### config.mk
export PLATFORM = sky130hd
export DESIGN_NAME = alu_issue_ctrl
export DESIGN_NICKNAME = d
export VERILOG_FILES = /design/src/rtl/alu_issue_ctrl_pkg.sv /design/src/rtl/alu_issue_ctrl_decode.sv /design/src/rtl/alu_issue_ctrl.sv
export SDC_FILE = /design/constraint.sdc
export NUM_CORES = 1
export LEC_CHECK = 0
export CORE_MARGIN = 3
export CORE_UTILIZATION = 42
export DETAILED_ROUTE_END_ITERATION = 8
export GPL_TIMING_DRIVEN = 0
export PLACE_DENSITY = 0.89
export SLEW_MARGIN = 20
export SYNTH_ARGS = -nofsm -noshare
export SYNTH_HDL_FRONTEND = slang
export SYNTH_SLANG_ARGS = --single-unit
### constraint.sdc
create_clock -name clk -period 2.9 [get_ports clk]
set_clock_uncertainty 0.05 [all_clocks]
set_input_delay 0.435 -clock clk [delete_from_list [all_inputs] [get_ports clk]]
set_output_delay 0.435 -clock clk [all_outputs]
set_load 0.005 [all_outputs]
### src/rtl/alu_issue_ctrl_pkg.sv
// alu_issue_ctrl_pkg: shared ALU control codes, opcodes and branch funct3 encodings.
package alu_issue_ctrl_pkg;
    localparam logic [2:0] ALU_ADD = 3'b000;
    localparam logic [2:0] ALU_SUB = 3'b001;
    localparam logic [2:0] ALU_AND = 3'b010;
    localparam logic [2:0] ALU_OR  = 3'b011;
    localparam logic [2:0] ALU_SLT = 3'b101;
    localparam logic [6:0] OPC_LOAD   = 7'b0000011;
    localparam logic [6:0] OPC_STORE  = 7'b0100011;
    localparam logic [6:0] OPC_BRANCH = 7'b1100011;
    localparam logic [6:0] OPC_OP     = 7'b0110011;
    localparam logic [6:0] OPC_OP_IMM = 7'b0010011;
    localparam logic [2:0] F3_BEQ  = 3'b000;
    localparam logic [2:0] F3_BNE  = 3'b001;
    localparam logic [2:0] F3_BLT  = 3'b100;
    localparam logic [2:0] F3_BGE  = 3'b101;
    localparam logic [2:0] F3_BLTU = 3'b110;
    localparam logic [2:0] F3_BGEU = 3'b111;
endpackage

### src/rtl/alu_issue_ctrl_decode.sv
// alu_op_decode: maps opcode/funct3/funct7b5 to ALU control, operand-B select, branch and illegal flags.
module alu_op_decode
    import alu_issue_ctrl_pkg::*;
(
    input  logic [6:0] i_opcode,
    input  logic [2:0] i_funct3,
    input  logic       i_funct7b5,
    output logic [2:0] o_alu_ctrl,
    output logic       o_use_imm,
    output logic       o_is_branch,
    output logic       o_illegal
);
    logic w_mem, w_op, w_op_imm, w_arith, w_f3_ok, w_br_ok;
    logic [2:0] w_arith_ctrl;
    assign w_mem    = (i_opcode == OPC_LOAD) | (i_opcode == OPC_STORE);
    assign w_op     = i_opcode == OPC_OP;
    assign w_op_imm = i_opcode == OPC_OP_IMM;
    assign w_arith  = w_op | w_op_imm;
    assign w_f3_ok  = (i_funct3 == 3'b000) | (i_funct3 == 3'b010) | (i_funct3 == 3'b110) | (i_funct3 == 3'b111);
    assign w_br_ok  = (i_funct3 != 3'b010) & (i_funct3 != 3'b011);
    assign o_is_branch = i_opcode == OPC_BRANCH;
    assign o_use_imm   = w_mem | w_op_imm;
    assign o_illegal   = ~(w_mem | (o_is_branch & w_br_ok) | (w_arith & w_f3_ok));
    // funct7b5 only selects SUB for register-register arithmetic
    assign w_arith_ctrl = (i_funct3 == 3'b010) ? ALU_SLT :
                          (i_funct3 == 3'b110) ? ALU_OR  :
                          (i_funct3 == 3'b111) ? ALU_AND :
                          (w_op & i_funct7b5)  ? ALU_SUB : ALU_ADD;
    assign o_alu_ctrl = o_illegal   ? ALU_ADD :
                        o_is_branch ? ALU_SUB :
                        w_arith     ? w_arith_ctrl : ALU_ADD;
endmodule

### src/rtl/alu_issue_ctrl.sv
// alu_issue_ctrl: two-stage issue pipeline driving an external combinational ALU and resolving branches.
module alu_issue_ctrl
    import alu_issue_ctrl_pkg::*;
#(
    parameter int XLEN = 32
) (
    input  logic            clk,
    input  logic            rst,
    input  logic            in_valid,
    output logic            in_ready,
    input  logic [6:0]      in_opcode,
    input  logic [2:0]      in_funct3,
    input  logic            in_funct7b5,
    input  logic [XLEN-1:0] in_rs1,
    input  logic [XLEN-1:0] in_rs2,
    input  logic [XLEN-1:0] in_imm,
    output logic [XLEN-1:0] alu_a,
    output logic [XLEN-1:0] alu_b,
    output logic [2:0]      alu_ctrl,
    input  logic [XLEN-1:0] alu_result,
    input  logic            alu_zero,
    output logic            out_valid,
    input  logic            out_ready,
    output logic [XLEN-1:0] out_result,
    output logic            out_branch,
    output logic            out_taken,
    output logic            out_illegal
);
    logic [2:0] w_ctrl, r_funct3;
    logic w_use_imm, w_is_branch, w_illegal, w_accept, w_s1_adv, w_lt, w_ltu, w_cond;
    logic r_s1_valid, r_branch, r_illegal;
    alu_op_decode u_decode (
        .i_opcode    (in_opcode),
        .i_funct3    (in_funct3),
        .i_funct7b5  (in_funct7b5),
        .o_alu_ctrl  (w_ctrl),
        .o_use_imm   (w_use_imm),
        .o_is_branch (w_is_branch),
        .o_illegal   (w_illegal)
    );
    assign w_s1_adv = r_s1_valid & (~out_valid | out_ready);
    assign in_ready = ~r_s1_valid | w_s1_adv;
    assign w_accept = in_valid & in_ready;
    assign w_lt     = $signed(alu_a) < $signed(alu_b);
    assign w_ltu    = alu_a < alu_b;
    assign w_cond   = (r_funct3 == F3_BEQ)  ? alu_zero  :
                      (r_funct3 == F3_BNE)  ? ~alu_zero :
                      (r_funct3 == F3_BLT)  ? w_lt      :
                      (r_funct3 == F3_BGE)  ? ~w_lt     :
                      (r_funct3 == F3_BLTU) ? w_ltu     : ~w_ltu;
    always_ff @(posedge clk or negedge rst) begin
        if (!rst) begin
            r_s1_valid  <= 1'b0;
            r_funct3    <= 3'b000;
            r_branch    <= 1'b0;
            r_illegal   <= 1'b0;
            alu_a       <= '0;
            alu_b       <= '0;
            alu_ctrl    <= ALU_ADD;
            out_valid   <= 1'b0;
            out_result  <= '0;
            out_branch  <= 1'b0;
            out_taken   <= 1'b0;
            out_illegal <= 1'b0;
        end else begin
            if (w_accept) begin
                alu_a     <= w_illegal ? '0 : in_rs1;
                alu_b     <= w_illegal ? '0 : (w_use_imm ? in_imm : in_rs2);
                alu_ctrl  <= w_ctrl;
                r_funct3  <= in_funct3;
                r_branch  <= w_is_branch;
                r_illegal <= w_illegal;
            end
            r_s1_valid <= w_accept | (r_s1_valid & ~w_s1_adv);
            // a draining output and an advancing stage 1 share the edge: overwrite, no bubble
            if (w_s1_adv) begin
                out_valid   <= 1'b1;
                out_result  <= r_illegal ? '0 : alu_result;
                out_branch  <= r_branch;
                out_illegal <= r_illegal;
                out_taken   <= r_branch & ~r_illegal & w_cond;
            end else if (out_ready) begin
                out_valid <= 1'b0;
            end
        end
    end
endmodule

After elaboration in Yosys (flattened, before gate mapping)
Index checks and enable logic that the tools add are counted.
{"block": "totals", "ff_bits": 109, "out_inout_bits": 104, "inputBits": 144, "elab_cells": 77}
{"block": "classes", "n_mux": 18, "n_lt_le_gt_ge": 2, "reduce_logical": 3, "bitwise": 28, "eq_ne": 14}
{"cell": "2-to-1 mux 32 bit", "n": 4}
{"cell": "less-than comparator 32 bit", "n": 2}
{"cell": "2-to-1 mux 3 bit", "n": 6}
{"cell": "equality test 3 bit (second input constant)", "n": 5}
{"cell": "equality test 7 x 6 -> 1 bit (second input constant)", "n": 2}
{"cell": "bitwise OR 1 bit", "n": 11}
{"cell": "bitwise AND 1 bit", "n": 9}
{"cell": "2-to-1 mux 1 bit", "n": 8}
{"cell": "NOT 1 bit", "n": 8}
{"cell": "equality test 7 x 2 -> 1 bit (second input constant)", "n": 1}
{"cell": "equality test 7 x 5 -> 1 bit (second input constant)", "n": 1}
{"cell": "equality test 7 bit (second input constant)", "n": 1}
{"cell": "logical NOT 3 bit", "n": 2}
{"cell": "!= test 3 x 2 -> 1 bit (second input constant)", "n": 2}
{"cell": "equality test 3 x 1 -> 1 bit (second input constant)", "n": 1}
{"cell": "equality test 3 x 2 -> 1 bit (second input constant)", "n": 1}
{"cell": "nonzero test 2 bit", "n": 1}

Depth between registers and ports, before layout
{"block": "depth", "word_depth": 9, "depth_mapped": 9, "ltp_nobuf": 9}

Modules after synthesis
A second synthesis with hierarchy kept.
{"block": "unflattened", "hier_cells": 592, "hier_area_um2": 5599.1}
{"module": "alu_issue_ctrl", "area_per_inst_um2": 5460.2, "cells_each": 570, "seq_area_each_um2": 2727.6, "n_inst": 1}
{"module": "alu_op_decode", "area_per_inst_um2": 138.9, "cells_each": 22, "seq_area_each_um2": 0.0, "n_inst": 1}

Least setup slack after synthesis
Ideal clock, no wire load.
{"block": "synth_path", "path_type": "reg2reg", "startpoint": "register alu_a[31]", "endpoint": "register out_taken", "period_less_slack_ns": 2.420, "setup_time_ns": 0.126, "t_arrival_ns": 2.244, "path_stages_with_launch": 8, "n_path_buf": 0, "t_required_ns": 2.724, "slack_ns": 0.480, "cell_sequence": "dfrtp_1 ha_1 nand4_1 nor4_1 nand2_1 o21ai_2 mux2_4 a311o_1"}
{"block": "synth_between", "elab_chain_cells": 8, "word_cells_on_any_way": 10, "classes_between": "order compare (2); mux (5); bitwise (3)"}
{"element": "start, declared", "line_no": "alu_issue_ctrl.sv:17", "rtl": "output logic [XLEN-1:0] alu_a,"}
{"element": "start signal, assigned", "line_no": "alu_issue_ctrl.sv:67", "rtl": "alu_a <= w_illegal ? '0 : in_rs1;"}
{"element": "less-than comparator 32 bit", "line_no": "alu_issue_ctrl.sv:45", "rtl": "assign w_ltu = alu_a < alu_b;"}
{"element": "NOT 1 bit", "line_no": "alu_issue_ctrl.sv:50", "rtl": "(r_funct3 == F3_BLTU) ? w_ltu : ~w_ltu;"}
{"element": "2-to-1 mux 1 bit", "line_no": "alu_issue_ctrl.sv:50"}
{"element": "2-to-1 mux 1 bit", "line_no": "alu_issue_ctrl.sv:49", "rtl": "(r_funct3 == F3_BGE) ? ~w_lt :"}
{"element": "2-to-1 mux 1 bit (*)", "line_no": "alu_issue_ctrl.sv:48", "rtl": "(r_funct3 == F3_BLT) ? w_lt :"}
{"element": "2-to-1 mux 1 bit (*)", "line_no": "alu_issue_ctrl.sv:47", "rtl": "(r_funct3 == F3_BNE) ? ~alu_zero :"}
{"element": "2-to-1 mux 1 bit (*)", "line_no": "alu_issue_ctrl.sv:46", "rtl": "assign w_cond = (r_funct3 == F3_BEQ) ? alu_zero :"}
{"element": "bitwise AND 1 bit (*)", "line_no": "alu_issue_ctrl.sv:81", "rtl": "out_taken <= r_branch & ~r_illegal & w_cond;"}
{"element": "end signal, assigned", "line_no": "alu_issue_ctrl.sv:81"}
{"element": "end, declared", "line_no": "alu_issue_ctrl.sv:26", "rtl": "output logic out_taken,"}
Every way passes the cells marked *; elsewhere a longest branch is shown, timed or not.
A chain may end at the register's enable or synchronous reset.

Worst setup path in the final report
Same ends and word-level chain as after synthesis.

==> impl_metrics.env <==
export IMPL_fin_area_um2=8640
export IMPL_cts_setup_buffers=0
export IMPL_nFillCells=995
export IMPL_max_vdd_ir_drop_mv=0.240
export IMPL_tns_ps=0
export IMPL_grt_antenna_before_repair=0
export IMPL_met2_usage_pct=40.6
export IMPL_setup_viol=0
export IMPL_hp_start="out_result[23]"
export IMPL_routedWlPerCell_um=17.1
export IMPL_ys_async_sr_fraction_pct=100
export IMPL_final_antenna_net_count=0
export IMPL_finalCritPeriodShare_pct=94.1
export IMPL_worstSetupPathType="flip-flop to flip-flop"
export IMPL_remaining_drc_errors=0
export IMPL_busiest_layer="met2"
export IMPL_hold_viol=0
export IMPL_grt_start_max_net_pins=58
export IMPL_pre_cts_slack_ps=-19.8
export IMPL_timing_final_ws_setup_ps=172
export IMPL_reg2reg_depth=7
export IMPL_crit_start="alu_a[31]"
export IMPL_n_antenna_cell=0
export IMPL_cts_num_sinks=109
export IMPL_rsz0062_at_grt="false"
export IMPL_numCtsBuffers=9
export IMPL_nets=1029
export IMPL_clkLatencyLatePin_ps=350
export IMPL_powerDensity_nw_per_um2=443
export IMPL_netlist_top_cell_by_area="dfrtp_1"
export IMPL_grt_pass1_vias=5319
export IMPL_die_y_um=121
export IMPL_die_w_um=121
export IMPL_maxCapViolCount=0
export IMPL_hold_depth=2
export IMPL_min_path_type="flip-flop to flip-flop"
export IMPL_worst_slew_margin_rel_pct=33.2
export IMPL_core_area_um2=12800
export IMPL_synth_area_leaders="dfrtp_1 49%, nand2_1 9.8%, ha_1 7.0%"
export IMPL_synth_nets=769
export IMPL_overflow=0
export IMPL_required_ps=3080
export IMPL_ys_ff_latch=109
export IMPL_fin_util_pct=67.6
export IMPL_rows=41
export IMPL_clock_fmax_ghz=0.367
export IMPL_cts_max_level=3
export IMPL_gr_usage_met3_pct=5.78
export IMPL_numPortBuffers=247
export IMPL_die_area_um2=14700
export IMPL_routed_wl_um=17600
export IMPL_synth_distinct_cells=41
export IMPL_slew_viol_final=0
export IMPL_io_pin_count=248
export IMPL_start_util_pct=43.6
export IMPL_grt_use_total_pct=23.8
export IMPL_vias=5336
export IMPL_path_max_fanout=6
export IMPL_first_iter_violations=265
export IMPL_r2r_start="alu_a[31]"
export IMPL_status="finished clean"
export IMPL_cp_data_arrival_time_ps=2910
export IMPL_critPathLaunchType="flip-flop"
export IMPL_gp_congestion=0.800
export IMPL_cts_root_buf="clkbuf_16"
export IMPL_worst_slew_pin_slew_ps=1000
export IMPL_synth_edff_count=0
export IMPL_clock_path_buffers=2
export IMPL_final_layout_size_suffix_gt1_share_pct=4.42
export IMPL_synth_top_area_share_pct=48.9
export IMPL_ys_warn_count=0
export IMPL_power_leakage_nw=3.51
export IMPL_via_per_inst=5.18
export IMPL_area_growth_pct=55.0
export IMPL_grt_util_met1_pct=28.9
export IMPL_period_needed_ps=2730
export IMPL_path_clk_slew_ps=70
export IMPL_dpl_cell_area_um2=8290
export IMPL_grt_pass1_wl_um=27300
export IMPL_seq_area_frac_synth_pct=48.9
export IMPL_cts_tree="yes"
export IMPL_cp_end_kind="flip-flop"
export IMPL_syn_inst=594
export IMPL_total_power_mw=3.83
export IMPL_syn_area_um2=5570
export IMPL_synthFlopType="dfrtp_1"
export IMPL_post_dp_hpwl_um=13800
export IMPL_syn_avg_cell_area_um2=9.38
export IMPL_drtPass1Iterations=4
-- final timing paths --
check | to | slack [ps]
setup / recovery | out_taken | 170
hold / removal | out_result[23] | 430
setup reg to reg | out_taken | 170
hold reg to reg | out_result[23] | 430
max in group asynchronous | alu_b[25] | 1580
min in group asynchronous | out_result[14] | 560
-- cells by family (layout without fill, tap and decap cells) --
family,count (synthesis),after routing,share of synthesized area [%]
muxes,40,40,7.41
adders and majority gates,31,31,6.96
xor gates and xnor gates,1,1,0.157
AOI/OAI and AO/OA,140,140,15.5
DFF,109,109,48.9
buffers and inverters,66,331,4.58
and+or+nand+nor,207,207,16.5
-- metrics by stage --
stage               hold slack (ps)  instances
floorplan                      89.4        594
global placement                410       1013
detailed placement              372       1014
CTS                             435       1031
global route                    453       1031
finish                          433       1031
-- worst max-delay path, stage by stage (launching register included) --
cell and delay, ps:
dfrtp_1 400, ha_1 420, nand4_1 290, nor4_4 390, nand2_1 100, o21ai_2 280, mux2_4 330, a311o_1 360
-- Yosys cell counts (all sizes together) (2+ instances only) --
| cell type | number |
|---|---|
| nand2 | 146 |
| dfrtp | 109 |
| o21ai | 76 |
| nand2b | 37 |
| mux2i | 33 |
| o31ai | 33 |
| inv | 32 |
| ha | 31 |
| clkbuf | 23 |
| a21oi | 13 |
| buf | 11 |
| mux2 | 7 |
| nor2 | 6 |
| nand4 | 5 |
| nand3 | 4 |
| o21a | 4 |
| a211oi | 3 |
| a21o | 3 |
| nor3 | 3 |
| a2111oi | 2 |
-- repair_timing --
action,CTS,global route
hold buffers,1,0
endpoints found under the hold margin,8,0
gates resized for setup,0,2
endpoints found under the setup margin,0,1
-- routing by layer --
layer | part of all wire [%] | vias to the layer above | wire [um]
li1 | - | 2540 | -
met1 | 40 | 2524 | 6990
met2 | 49 | 238 | 8640
met3 | 8.4 | 34 | 1470
met4 | 3.0 | 0 | 522
met5 | 0 | - | 0
-- where the power goes --
| group | internal [mW] | leakage (nW) | switching, mW | total [mW] |
|---|---|---|---|---|
| Clock | 0.760 | 0.144 | 0.573 | 1.33 |
| Sequential | 1.61 | 1.48 | 0.0661 | 1.68 |
| Combinational | 0.467 | 1.89 | 0.347 | 0.814 |
| Total | 2.84 | 3.51 | 0.986 | 3.83 |
-- state kept, by name, indices dropped and copies added, names as in the netlist, 3 cells and up --
register,count
alu_b,32
alu_a,32
out_result,32
r_funct3,3
alu_ctrl,3
-- layout make-up --
class | instances | area, um2 | share of cell area [%]
buffer | 34 | 135 | 1.56
clock buffer | 9 | 225 | 2.61
clock inverter | 7 | 98.8 | 1.14
inverter | 32 | 120 | 1.39
multi-input combinational | 419 | 2610 | 30.2
sequential | 109 | 2730 | 31.6
tap | 172 | 215 | 2.49
timing repair buffer | 249 | 2510 | 29.1
-- cell usage in the layout (no fill, tap or decap), drive strengths merged, types with 5 or more instances in the layout --
cell type      instances
nand2                146
nand2b                37
mux2i                 33
dfrtp                109
nand4                  5
inv                   33
a21oi                 13
o31ai                 33
clkbuf                32
ha                    31
clkdlybuf4s50        246
mux2                   7
buf                   13
o21ai                 76
nor2                   6
Note: power is estimated with default switching activity, not from simulation.
